## src/rtl/spi_mode_pkg.sv

```systemverilog
// Shared SPI mode encoding and transfer geometry.
// Imported by spi_master and spi_master_clkgen.
package spi_mode_pkg;

  typedef enum logic [1:0] {
    SMODE0 = 2'd0,
    SMODE1 = 2'd1,
    SMODE2 = 2'd2,
    SMODE3 = 2'd3
  } spi_mode_e;

  localparam int unsigned SPI_BITS    = 8;
  localparam int unsigned SPI_TOGGLES = 2 * SPI_BITS;

  function automatic logic mode_cpol(input spi_mode_e m);
    return m[1];
  endfunction

  function automatic logic mode_cpha(input spi_mode_e m);
    return m[0];
  endfunction

endpackage

```

## src/rtl/spi_master_clkgen.sv

```systemverilog
// SCLK divider: level, leading/trailing toggle strobes and
// toggle count for spi_master.
module spi_master_clkgen
  import spi_mode_pkg::*;
#(
  parameter int unsigned CLK_DIV = 4
) (
  input  logic       clk_i,
  input  logic       rst_ni,
  input  logic       clr_i,
  input  logic       run_i,
  input  logic       xfer_i,
  input  logic       idle_i,
  input  logic       cpol_i,
  output logic       sclk_o,
  output logic       tick_o,
  output logic       lead_o,
  output logic       trail_o,
  output logic [4:0] tog_o
);

  logic [7:0] div_q;
  logic [4:0] tog_q;
  logic       sclk_q;

  assign tick_o  = run_i && (div_q == 8'(CLK_DIV - 1));
  assign lead_o  = tick_o && xfer_i && !tog_q[0];
  assign trail_o = tick_o && xfer_i && tog_q[0];
  assign sclk_o  = sclk_q;
  assign tog_o   = tog_q;

  always_ff @(posedge clk_i or negedge rst_ni) begin
    if (!rst_ni) begin
      div_q  <= '0;
      tog_q  <= '0;
      sclk_q <= 1'b0;
    end else begin
      if (clr_i) begin
        div_q <= '0;
        tog_q <= '0;
      end else if (run_i) begin
        div_q <= tick_o ? 8'd0 : div_q + 8'd1;
        if (lead_o || trail_o)
          tog_q <= tog_q + 5'd1;
      end
      // idle level follows the live mode so a mode change shows at once
      if (idle_i)
        sclk_q <= cpol_i;
      else if (lead_o || trail_o)
        sclk_q <= ~sclk_q;
    end
  end

endmodule

```

## src/rtl/spi_master.sv

```systemverilog
// Single-byte SPI master, modes 0..3, MSB first.
// Receive path built only when SPI_MASTER_RX_EN is defined.
module spi_master
  import spi_mode_pkg::*;
#(
  parameter int unsigned CLK_DIV = 4
) (
  input  logic       clock,
  input  logic       reset,
  input  spi_mode_e  M_STATE,
  input  logic       start,
  input  logic [7:0] tx_data,
  output logic       ready,
  output logic       done,
  output logic [7:0] rx_data,
  output logic       SCLK,
  output logic       MOSI,
  output logic       SS,
  input  logic       MISO
);

  typedef enum logic [2:0] {
    IDLE,
    SETUP,
    TRANSFER,
    HOLD,
    DONE
  } state_e;

  state_e     state_q;
  spi_mode_e  mode_q;
  logic [7:0] sh_q;
  logic       mosi_q;
  logic       ss_q;
  logic       done_q;

  logic       tick, lead, trail;
  logic [4:0] tog;
  logic       accept, run, xfer, idle;
  logic       cpha, last;

  assign idle   = (state_q == IDLE);
  assign xfer   = (state_q == TRANSFER);
  assign run    = (state_q inside {SETUP, TRANSFER, HOLD});
  assign accept = idle && start;
  assign cpha   = mode_cpha(mode_q);
  assign last   = (tog == 5'(SPI_TOGGLES - 1));

  spi_master_clkgen #(
    .CLK_DIV(CLK_DIV)
  ) u_clkgen (
    .clk_i  (clock),
    .rst_ni (reset),
    .clr_i  (accept),
    .run_i  (run),
    .xfer_i (xfer),
    .idle_i (idle),
    .cpol_i (mode_cpol(M_STATE)),
    .sclk_o (SCLK),
    .tick_o (tick),
    .lead_o (lead),
    .trail_o(trail),
    .tog_o  (tog)
  );

  assign ready = idle;
  assign done  = done_q;
  assign MOSI  = mosi_q;
  assign SS    = ss_q;

  always_ff @(posedge clock or negedge reset) begin
    if (!reset) begin
      state_q <= IDLE;
      mode_q  <= SMODE0;
      sh_q    <= '0;
      mosi_q  <= 1'b0;
      ss_q    <= 1'b1;
      done_q  <= 1'b0;
    end else begin
      ss_q   <= !run;
      done_q <= (state_q == DONE);
      unique case (state_q)
        IDLE: begin
          mosi_q <= 1'b0;
          if (start) begin
            state_q <= SETUP;
            mode_q  <= M_STATE;
            sh_q    <= tx_data;
            mosi_q  <= tx_data[7];
          end
        end
        SETUP: begin
          if (tick)
            state_q <= TRANSFER;
        end
        TRANSFER: begin
          // CPHA=1 re-presents bit 7 on the first lead, then shifts
          if (cpha) begin
            if (lead) begin
              mosi_q <= sh_q[7];
              sh_q   <= {sh_q[6:0], 1'b0};
            end
          end else if (trail && !last) begin
            mosi_q <= sh_q[6];
            sh_q   <= {sh_q[6:0], 1'b0};
          end
          if (trail && last)
            state_q <= HOLD;
        end
        HOLD: begin
          if (tick)
            state_q <= DONE;
        end
        DONE: begin
          state_q <= IDLE;
        end
        default: state_q <= IDLE;
      endcase
    end
  end

`ifdef SPI_MASTER_RX_EN
  logic [7:0] rsh_q;
  logic [7:0] rx_q;
  logic       sample;

  assign sample  = cpha ? trail : lead;
  assign rx_data = rx_q;

  always_ff @(posedge clock or negedge reset) begin
    if (!reset) begin
      rsh_q <= '0;
      rx_q  <= '0;
    end else begin
      if (accept)
        rsh_q <= '0;
      else if (sample)
        rsh_q <= {rsh_q[6:0], MISO};
      if (state_q == DONE)
        rx_q <= rsh_q;
    end
  end
`else
  logic unused_miso;

  assign unused_miso = MISO;
  assign rx_data     = 8'h00;
`endif

endmodule

```

## config.mk

```make
export PLATFORM = sky130hd
export DESIGN_NAME = spi_master
export DESIGN_NICKNAME = d
export VERILOG_FILES = /design/src/rtl/spi_mode_pkg.sv /design/src/rtl/spi_master_clkgen.sv /design/src/rtl/spi_master.sv
export SDC_FILE = /design/constraint.sdc
export NUM_CORES = 1
export LEC_CHECK = 0
export ABC_CLOCK_PERIOD_IN_PS = 2900
export BUFFER_PORTS_ARGS = -buffer_cell sky130_fd_sc_hd__buf_2
export CAP_MARGIN = 20
export CORE_MARGIN = 2
export CORE_UTILIZATION = 50
export CTS_CLUSTER_SIZE = 14
export DETAILED_ROUTE_END_ITERATION = 6
export PLACE_DENSITY = 0.75
export SYNTH_ARGS = -nofsm -noshare
export SYNTH_HDL_FRONTEND = slang
export SYNTH_HIERARCHICAL = 1
export SYNTH_SLANG_ARGS = --single-unit
```

## constraint.sdc

```tcl
create_clock -name clock -period 2.9 [get_ports clock]
set_clock_uncertainty 0.1 [all_clocks]
set_input_delay 0.145 -clock clock [delete_from_list [all_inputs] [get_ports clock]]
set_output_delay 0.145 -clock clock [all_outputs]
set_load 0.005 [all_outputs]
```

==> flow_summary.toml <==
[outcome]
status = "completed"

[floorplanning]
die_h_um = 60.64
die_area_sq_um = 3677
die_x_um = 60.64
core_sq_um = 3053
pin_count = 27
rows = 20
start_util = 0.5254

[grt]
antenna_found_initial = 0
grt_pass1_vias = 1174
grt_max_degree = 30
grt_usage = 0.1951
grt_overflow = 0
grt_pass1_wl_um = 5223

[worst_setup_path]
crit_slowest_cell = "or4_4"
end_kind = "register"
path_buf_inv = 0
crit_fanout = 8
cp_slowest_stage_delay_ns = 0.56
cp_top_family = "simple AND/OR/NAND/NOR gates"
arrival_ns = 2.85
crit_type = "register to register"
start_kind = "register"
path_cells = "or4_4 -> nor3_1 -> and2_1 -> nor2b_1 -> o21ai_0 -> a31oi_4 -> mux2_2"
critPathRequiredTime_ns = 3.02

[placed_design]
place_area_sq_um = 1710
dp_hpwl_um = 2212
gp_congestion = 0.7993
io_buffers = 17

[timing]
fmax_mhz = 366.3
fin_crit_ns = 2.730
tightest_slew_ns = 0.6345
rsz0062_at_grt = "no"
tns_ns = 0
hold_viol = 0
setup_viol = 0
period_share = 0.9414
drv_slew = 0
relSlewSlack = 0.5770

[cells_and_area]
diodes = 0
n_fill_cell = 273
fin_util = 0.5980
fin_nets = 191
layout_commonest_cell = "dfrtp_1"
area_delta_synth_final_pct = 13.81
seqCellArea_sq_um = 726.9
multi_input_area_sq_um = 783.3
layout_common_cells = "dfrtp_1 (28), mux2_2 (19), buf_2 (17)"
drive_gt1_frac = 0.3295
final_area_sq_um = 1826

[synthesis]
async_reset_ff_frac = 1.000
synthAdderAreaFrac = 0.01560
seq_area_frac_synth = 0.4532
synth_mux_area_frac = 0.1459
yosysUniqueCellTypes = 41
synth_seq_cells = 29
syn_area_sq_um = 1604
synth_xor_xnor_area_share = 0.02184
syn_inst = 150
yosys.area_share.simple = 0.1841
synth-compound-area-share = 0.1022
synth_warnings = 6
synth-main-ff-cell = "dfrtp_1"
synth.avg_cell_area_sq_um = 10.69
synth_top_family_by_area = "simple AND/OR/NAND/NOR gates"
synth-edff-count = 0

[power_and_ir_drop]
p_leak_uw = 0.0007849
ir_drop_mv = 0.4767
finalPower_uw = 1721
p_per_area_nw_per_um2 = 942.6

[detailed_routing]
wl_per_cell_um = 13.64
drt-total-wl_um = 3001
antenna_left = 0
drc = 0
drt_pass1_iterations = 4
vias_per_cell = 5.450
drtIter0Drc = 41
vias = 1199

[clock_tree]
postCtsResizedCells = 0
cts_tree = "built"
cts_buffers = 5
htreeDepth = 2
insertion_delay_ns = 0.34
root_buffer = "clkbuf_4"
clock-sinks = 29
clkTransAtPathRegs_ns = 0.10
cts_setup_buffers = 0
clock_path_buffers = 2

[job]
drv_cap = 0

[min_path]
worstHoldPathType = "input port to register"
-- per-layer routing --
metal  share of wire  routed length [um]  global-route usage  up-vias
met2            0.50                1495              0.3164       31
met3           0.050                 151             0.07036        7
met5               0                   0                   0        -
met1            0.43                1305              0.2358      590
li1                -                   -                   -      571
met4           0.016                  48             0.08075        0
-- sequential cells by signal, indices dropped and copies added (netlist names) --
| register | count |
|---|---|
| sh_q | 8 |
| done | 1 |
| state_q | 3 |
| MOSI | 1 |
| u_clkgen/div_q | 8 |
| u_clkgen/tog_o | 5 |
| SS | 1 |
| mode_q | 1 |
| u_clkgen/sclk_o | 1 |
-- worst min-delay path: stages --
cell and delay, ns:
buf_2 0.07, mux2_2 0.12, mux2_2 0.13
-- cell usage after synthesis (3+ instances only) --
master | n | area [sq um]
nand2_1 | 8 | 30.03
inv_1 | 4 | 15.01
o31ai_1 | 3 | 22.52
nor3_1 | 5 | 25.02
mux2_2 | 19 | 214.0
nand3_1 | 3 | 15.01
buf_4 | 8 | 60.06
nor2_1 | 10 | 37.54
nand2b_1 | 3 | 18.77
o21ai_0 | 6 | 30.03
buf_2 | 3 | 15.01
xor2_1 | 3 | 26.28
dfrtp_1 | 28 | 700.7
nor2b_1 | 4 | 25.02
a21oi_1 | 6 | 30.03
nand4_1 | 4 | 25.02
-- cell families (layout without fill, tap and decap cells) --
family / Yosys count / in the layout
multiplexers: 21 / 21
adder cells (fa/ha/maj): 2 / 2
buffers and inverters: 19 / 38
AO/OA/AOI/OAI: 23 / 23
other: 1 / 8
flip-flops: 29 / 29
AND/OR/NAND/NOR: 51 / 51
XOR/XNOR: 4 / 4
-- worst paths after layout --
path,from,to,slack [ns],depth (start not counted)
setup / recovery,u_clkgen/div_q[5],sh_q[0],0.17,7
hold / removal,tx_data[6],sh_q[6],0.06,3
setup reg to reg,u_clkgen/div_q[5],sh_q[0],0.17,7
hold reg to reg,sh_q[2],sh_q[2],0.41,1
max in group asynchronous,reset,u_clkgen/div_q[1],2.02,2
min in group asynchronous,reset,u_clkgen/tog_o[0],0.26,2
-- metrics by stage --
stage | cells | setup slack, ns | hold slack [ns]
floorplan | 157 | 0.1605 | -0.2506
global placement | 209 | 0.2874 | 0.09546
detailed placement | 209 | 0.2012 | 0.1105
CTS | 220 | 0.1807 | 0.06195
global route | 220 | 0.06359 | 0.06145
finish | 220 | 0.1699 | 0.06330
-- layout make-up --
cell class,instances,area share
clock inverter,1,0.01645
timing repair buffer,26,0.08773
sequential,29,0.3982
tap,44,0.03016
multi-input combinational,109,0.4291
inverter,4,0.008225
clock buffer,7,0.03016
-- what timing repair did --
item | in CTS | in global routing
hold buffers | 3 | 0
setup endpoints to repair | 0 | 0
endpoints found under the hold margin | 30 | 0
-- report_power, final --
part	switching (uW)	internal, uW
combinational	304	328
clock	143	206
sequential	161	578
Note: power is estimated with default switching activity, not from simulation.
